<file path="src/rtl/mux_arb_pkg.sv">
// rtl/mux_arb_pkg.sv - shared constants, state type and grant encoding for the 4-way arbiter
package mux_arb_pkg;

  localparam int NUM_REQ = 4;
  localparam int SEL_W   = 2;

  typedef enum logic {
    IDLE,
    GRANT
  } arb_state_t;

  function automatic logic [NUM_REQ-1:0] onehot4(input logic [SEL_W-1:0] s);
    return 4'b0001 << s;
  endfunction

endpackage

</file>
<file path="src/rtl/rr_pick.sv">
// rtl/rr_pick.sv - combinational round-robin search starting at ptr
module rr_pick
  import mux_arb_pkg::*;
(
  input  logic [NUM_REQ-1:0] req,
  input  logic [SEL_W-1:0]   ptr,
  output logic               any,
  output logic [SEL_W-1:0]   idx
);

  logic [SEL_W-1:0] cand;

  // Walk from the farthest offset back to ptr so the nearest hit is written last.
  always_comb begin
    any  = 1'b0;
    idx  = ptr;
    cand = ptr;
    for (int k = NUM_REQ - 1; k >= 0; k--) begin
      cand = ptr + SEL_W'(k);
      if (req[cand]) begin
        any = 1'b1;
        idx = cand;
      end
    end
  end

endmodule

</file>
<file path="src/rtl/mux4_rr_arbiter.sv">
// rtl/mux4_rr_arbiter.sv - round-robin owner of a shared 4:1 datapath with burst capping
module mux4_rr_arbiter
  import mux_arb_pkg::*;
#(
  parameter int DATA_W    = 8,
  parameter int MAX_BURST = 4
) (
  input  logic                      clk,
  input  logic                      rst,
  input  logic [NUM_REQ-1:0]        req,
  input  logic [NUM_REQ*DATA_W-1:0] in_data,
  output logic [NUM_REQ-1:0]        gnt,
  output logic [SEL_W-1:0]          sel,
  output logic                      out_valid,
  output logic [DATA_W-1:0]         out_data,
  input  logic                      out_ready,
  output logic                      busy
);

  localparam int CNT_W = (MAX_BURST > 1) ? $clog2(MAX_BURST) : 1;
  localparam logic [CNT_W-1:0] LAST_BEAT = CNT_W'(MAX_BURST - 1);

  arb_state_t       state;
  logic [SEL_W-1:0] ptr;
  logic [CNT_W-1:0] beat_cnt;

  logic               beat;
  logic               burst_done;
  logic               release_now;
  logic [NUM_REQ-1:0] pick_req;
  logic [SEL_W-1:0]   pick_ptr;
  logic [SEL_W-1:0]   pick_idx;
  logic               pick_any;
  logic [DATA_W-1:0]  sel_data;

  assign busy        = (state == GRANT);
  assign out_valid   = (state == GRANT) && req[sel] && !rst;
  assign beat        = out_valid && out_ready;
  assign burst_done  = beat && (beat_cnt == LAST_BEAT);
  assign release_now = (state == GRANT) && (!req[sel] || burst_done);

  // A winner that filled its burst may win again, but only behind everyone else via the new ptr.
  assign pick_req = (state == IDLE) ? req : (burst_done ? req : (req & ~gnt));
  assign pick_ptr = (state == IDLE) ? ptr : sel + SEL_W'(1);

  rr_pick u_rr_pick (
    .req (pick_req),
    .ptr (pick_ptr),
    .any (pick_any),
    .idx (pick_idx)
  );

  always_comb begin
    sel_data = '0;
    for (int i = 0; i < NUM_REQ; i++) begin
      if (sel == SEL_W'(i)) sel_data = in_data[i*DATA_W +: DATA_W];
    end
  end

  assign out_data = out_valid ? sel_data : '0;

  always_ff @(posedge clk) begin
    if (rst) begin
      state    <= IDLE;
      gnt      <= '0;
      sel      <= '0;
      ptr      <= '0;
      beat_cnt <= '0;
    end else begin
      case (state)
        IDLE: begin
          if (pick_any) begin
            gnt      <= onehot4(pick_idx);
            sel      <= pick_idx;
            beat_cnt <= '0;
            state    <= GRANT;
          end
        end
        GRANT: begin
          if (release_now) begin
            ptr      <= pick_ptr;
            beat_cnt <= '0;
            if (pick_any) begin
              gnt <= onehot4(pick_idx);
              sel <= pick_idx;
            end else begin
              gnt   <= '0;
              state <= IDLE;
            end
          end else if (beat) begin
            beat_cnt <= beat_cnt + CNT_W'(1);
          end
        end
        default: state <= IDLE;
      endcase
    end
  end

endmodule

</file>
<file path="config.mk">
export PLATFORM = sky130hd
export DESIGN_NAME = mux4_rr_arbiter
export DESIGN_NICKNAME = d
export VERILOG_FILES = /design/src/rtl/mux_arb_pkg.sv /design/src/rtl/rr_pick.sv /design/src/rtl/mux4_rr_arbiter.sv
export SDC_FILE = /design/constraint.sdc
export NUM_CORES = 1
export LEC_CHECK = 0
export CAP_MARGIN = 20
export CORE_ASPECT_RATIO = 1.25
export CORE_MARGIN = 8
export CORE_UTILIZATION = 40
export DETAILED_ROUTE_END_ITERATION = 8
export HOLD_SLACK_MARGIN = 0.03
export PLACE_DENSITY = 0.85
export SLEW_MARGIN = 20
export SYNTH_ARGS = -nofsm -noshare
export SYNTH_HDL_FRONTEND = slang
export SYNTH_SLANG_ARGS = --single-unit
</file>
<file path="constraint.sdc">
create_clock -name clk -period 2.45 [get_ports clk]
set_input_delay 0.245 -clock clk [delete_from_list [all_inputs] [get_ports clk]]
set_output_delay 0.245 -clock clk [all_outputs]
set_load 0.02 [all_outputs]
</file>
==> summary.txt <==
Run status
  – Status: finished, final reports clean

Placed design
  – Pre-CTS WS: -0.0882 ns
  – Gpl congestion: between 0.9 and 1
  – Port bufs: 54
  – HPWL after DPL: roughly 3.1 mm

Critical path
  – Worst path required time: around 2.2 ns
  – Crit Path Class: reg2out
  – Top cell by count, worst path: a21oi_1
  – Worst flop-to-flop path startpoint: sel[1]
  – Bufs and invs on worst path: 3
  – Crit path max fanout: 16
  – WP data arrival: 2.06 ns
  – Crit start category: flip-flop
  – Worst path top cell family by delay: buffers and inverters
  – Crit-path slowest cell: dlygate4sd2_1
  – CP startpoint: sel[1]
  – Critical path, cell by cell: inv_1 -> ha_1 -> buf_12 -> nand3b_1 -> a21oi_1 -> a21oi_1 -> nor2_1 -> a21oi_1 -> nor2_1 -> dlygate4sd2_1
  – CP max stage delay: around 0.34 ns
  – CP Capture Type: output port

GRT
  – Tot GR Track Use: 0.165
  – Pin count of the biggest net entering global routing: 17
  – GR Overflow Total: 0
  – First-pass GRT wire length: ~6.3 mm
  – Vias in the first global route: around 1400
  – Initial antenna violation count: 0

Finish
  – Layout cells sized above 1: 0.137
  – Commonest non-fill, non-tap cells in the layout: clkdlybuf4s50_1, a21oi_1, nor2_1
  – Antenna cells: 0
  – Syn-to-layout area delta: 64.5%
  – # nets final: about 270
  – Most common cell after layout, fill and taps aside: clkdlybuf4s50_1

Pwr
  – Power Density: 523 nW/um^2
  – Peak VDD IR: 0.000381 V
  – Static leakage power: between 0.0007 and 0.0008 uW
  – Power Total: about 950 uW

CTS
  – CTS H-tree depth: 1
  – Clock-pin slew on the worst setup and hold paths: around 0.080 ns
  – Number of clock sinks: 11
  – Max clock buf depth: 2
  – CTS buffer count: 3
  – Post-CTS Setup Bufs: 0
  – TritonCTS clock tree: done
  – Clock Latency Late Sink: roughly 0.28 ns
  – CTS Root Cell: clkbuf_4
  – Hold_buf cts: 0

Timing
  – Final setup violating endpoints: 0
  – Unrepaired setup endpoints after global routing: no
  – Achievable frequency: 434 MHz
  – Final Worst Setup Slack: 0.144 ns
  – Final critical-path share of the clock period: 0.941
  – Final Max Tran Viols: 0
  – Worst-Margin Slew: 0.477 ns
  – Skew final: just over 0.0006 ns
  – Crit path time final: 2.31 ns
  – Slew headroom: 0.679
  – Final hold violations: 0

Die
  – Starting density of the core: 0.414
  – Cell row count: 21
  – Die area: between 4000 and 5000 sq um
  – Core ar.: about 2700 sq um
  – DIE HEIGHT: between 70 and 80 microns
  – Horiz. Die Dim: roughly 63 microns
  – IO Pins: 55

Yosys
  – Syn Inst Count: about 160
  – Synth Net Count: between 200 and 250
  – Register area share after synthesis: 0.200
  – Cell variety after synth: 37
  – Flops & latches, synth: 11
  – Post-Syn Area: about 1100 sq um
  – Ys Warns: 0
  – Syn Area/Cell: 6.82 sq um

Route
  – WL final: between 3 and 4 mm
  – DRC Markers: 0
  – Drt pass-1 iters: 4
  – Initial drt markers: roughly 140
  – Vias per inst: roughly 5.5
  – Avg WL per Cell: 14.9 microns
  – Via count: 1437
  – Post-route ant nets: 0

Run
  – Max-Cap Viols: 0

Min path
  – HP Class: reg2reg
  – Hold_sp: beat_cnt[1]
## flip-flops by register name (all words and copies together), names as in the netlist
name / count
gnt: 4
ptr: 2
sel: 2
beat_cnt: 2
busy: 1
## report_power, final
part / leakage [uW] / internal (uW) / switching [uW]
Clock: 0.0000177 / 60.7 / 69.8
Combinational: 0.000640 / 294 / 292
Sequential: 0.0000903 / 203 / 26.0
Total: 0.000748 / 558 / 388
## kinds of logic (layout without fill, tap and decap cells)
| logic type | after synthesis | count (layout) | synth area share |
|---|---|---|---|
| AO/OA/AOI/OAI | 58 | 58 | 0.336 |
| adder cells (fa/ha/maj) | 5 | 5 | 0.0569 |
| buffers and inverters | 15 | 80 | 0.0581 |
| flip-flops | 11 | 11 | 0.200 |
| multiplexers | 4 | 4 | 0.0478 |
| AND/OR/NAND/NOR | 68 | 68 | 0.301 |
## through the flow
| step | instances | utilization | TNS (ns) | cell area (sq um) | hold slack (ns) |
|---|---|---|---|---|---|
| floorplan | 161 | - | 0 | 1100 | 0.412 |
| global placement | 256 | 0.668 | -0.164 | 1770 | 0.444 |
| detailed placement | 256 | 0.668 | -0.632 | 1770 | 0.450 |
| CTS | 260 | 0.676 | 0 | 1790 | 0.460 |
| global route | 260 | 0.681 | 0 | 1810 | 0.496 |
| finish | 260 | 0.681 | 0 | 1810 | 0.459 |
## path summary, 6_finish.rpt
path | cells after the start | endpoint | slack, ns
setup / recovery | 10 | out_data[0] | 0.14
hold / removal | 2 | beat_cnt[1] | 0.46
setup reg to reg | 8 | gnt[0] | 0.19
hold reg to reg | 2 | beat_cnt[1] | 0.46
## cell usage after synthesis
| master | instances | share of area |
|---|---|---|
| a31oi_1 | 1 | 0.0057 |
| a21boi_0 | 4 | 0.027 |
| a2111oi_2 | 1 | 0.014 |
| mux2i_1 | 3 | 0.027 |
| nand3_1 | 1 | 0.0046 |
| nand2_1 | 20 | 0.068 |
| a22o_1 | 2 | 0.016 |
| nand3b_1 | 9 | 0.061 |
| nor2b_1 | 1 | 0.0057 |
| a32oi_1 | 2 | 0.016 |
| and2_2 | 1 | 0.0068 |
| o21ai_0 | 5 | 0.023 |
| ha_1 | 5 | 0.057 |
| o21a_1 | 2 | 0.014 |
| nor4b_1 | 1 | 0.0080 |
| o221ai_1 | 1 | 0.0080 |
| and2_1 | 2 | 0.011 |
| a21oi_1 | 30 | 0.14 |
| and2b_1 | 1 | 0.0068 |
| o31ai_1 | 1 | 0.0068 |
| a211oi_1 | 2 | 0.014 |
| o21ai_2 | 1 | 0.0080 |
| nand2b_1 | 4 | 0.023 |
| a31o_2 | 1 | 0.0080 |
| o2bb2ai_1 | 1 | 0.0080 |
| or3_1 | 1 | 0.0057 |
| a221oi_2 | 1 | 0.014 |
| nor3_1 | 2 | 0.0091 |
| and3b_1 | 1 | 0.0080 |
| clkbuf_1 | 8 | 0.027 |
| mux4_2 | 1 | 0.020 |
| buf_6 | 1 | 0.010 |
| dfxtp_1 | 11 | 0.20 |
| a21o_1 | 2 | 0.014 |
| nor2_1 | 24 | 0.082 |
| inv_1 | 6 | 0.020 |
| o21ai_1 | 1 | 0.0046 |
## worst register-to-register path: stages (launching register included)
cell,delay [ns]
dfxtp_1,0.33
buf_4,0.14
mux4_2,0.50
buf_4,0.17
a21oi_1,0.18
a211oi_1,0.08
o31ai_1,0.34
o21ai_0,0.19
a22o_1,0.23
## layout make-up
type | count | area [sq um]
Clock inverter | 1 | 5.00
Inverter | 6 | 22.5
Tap cell | 34 | 42.5
Fill cell | 237 | 847
Sequential cell | 11 | 221
Timing Repair Buffer | 70 | 658
Multi-Input combinational cell | 135 | 835
Clock buffer | 3 | 22.5
## metal layers
layer | up-vias | GRT usage | wire length, microns
li1 | 702 | - | -
met1 | 651 | 0.190 | 1660
met2 | 77 | 0.299 | 1840
met3 | 7 | 0.0361 | 314
met4 | 0 | 0.0482 | 53
met5 | - | 0 | 0
## timing repair
item,in CTS,in global routing
resized for setup,11,5
pin swaps,0,0
endpoints found under the setup margin,9,11
No activity file was read; power rests on OpenSTA's default activity.
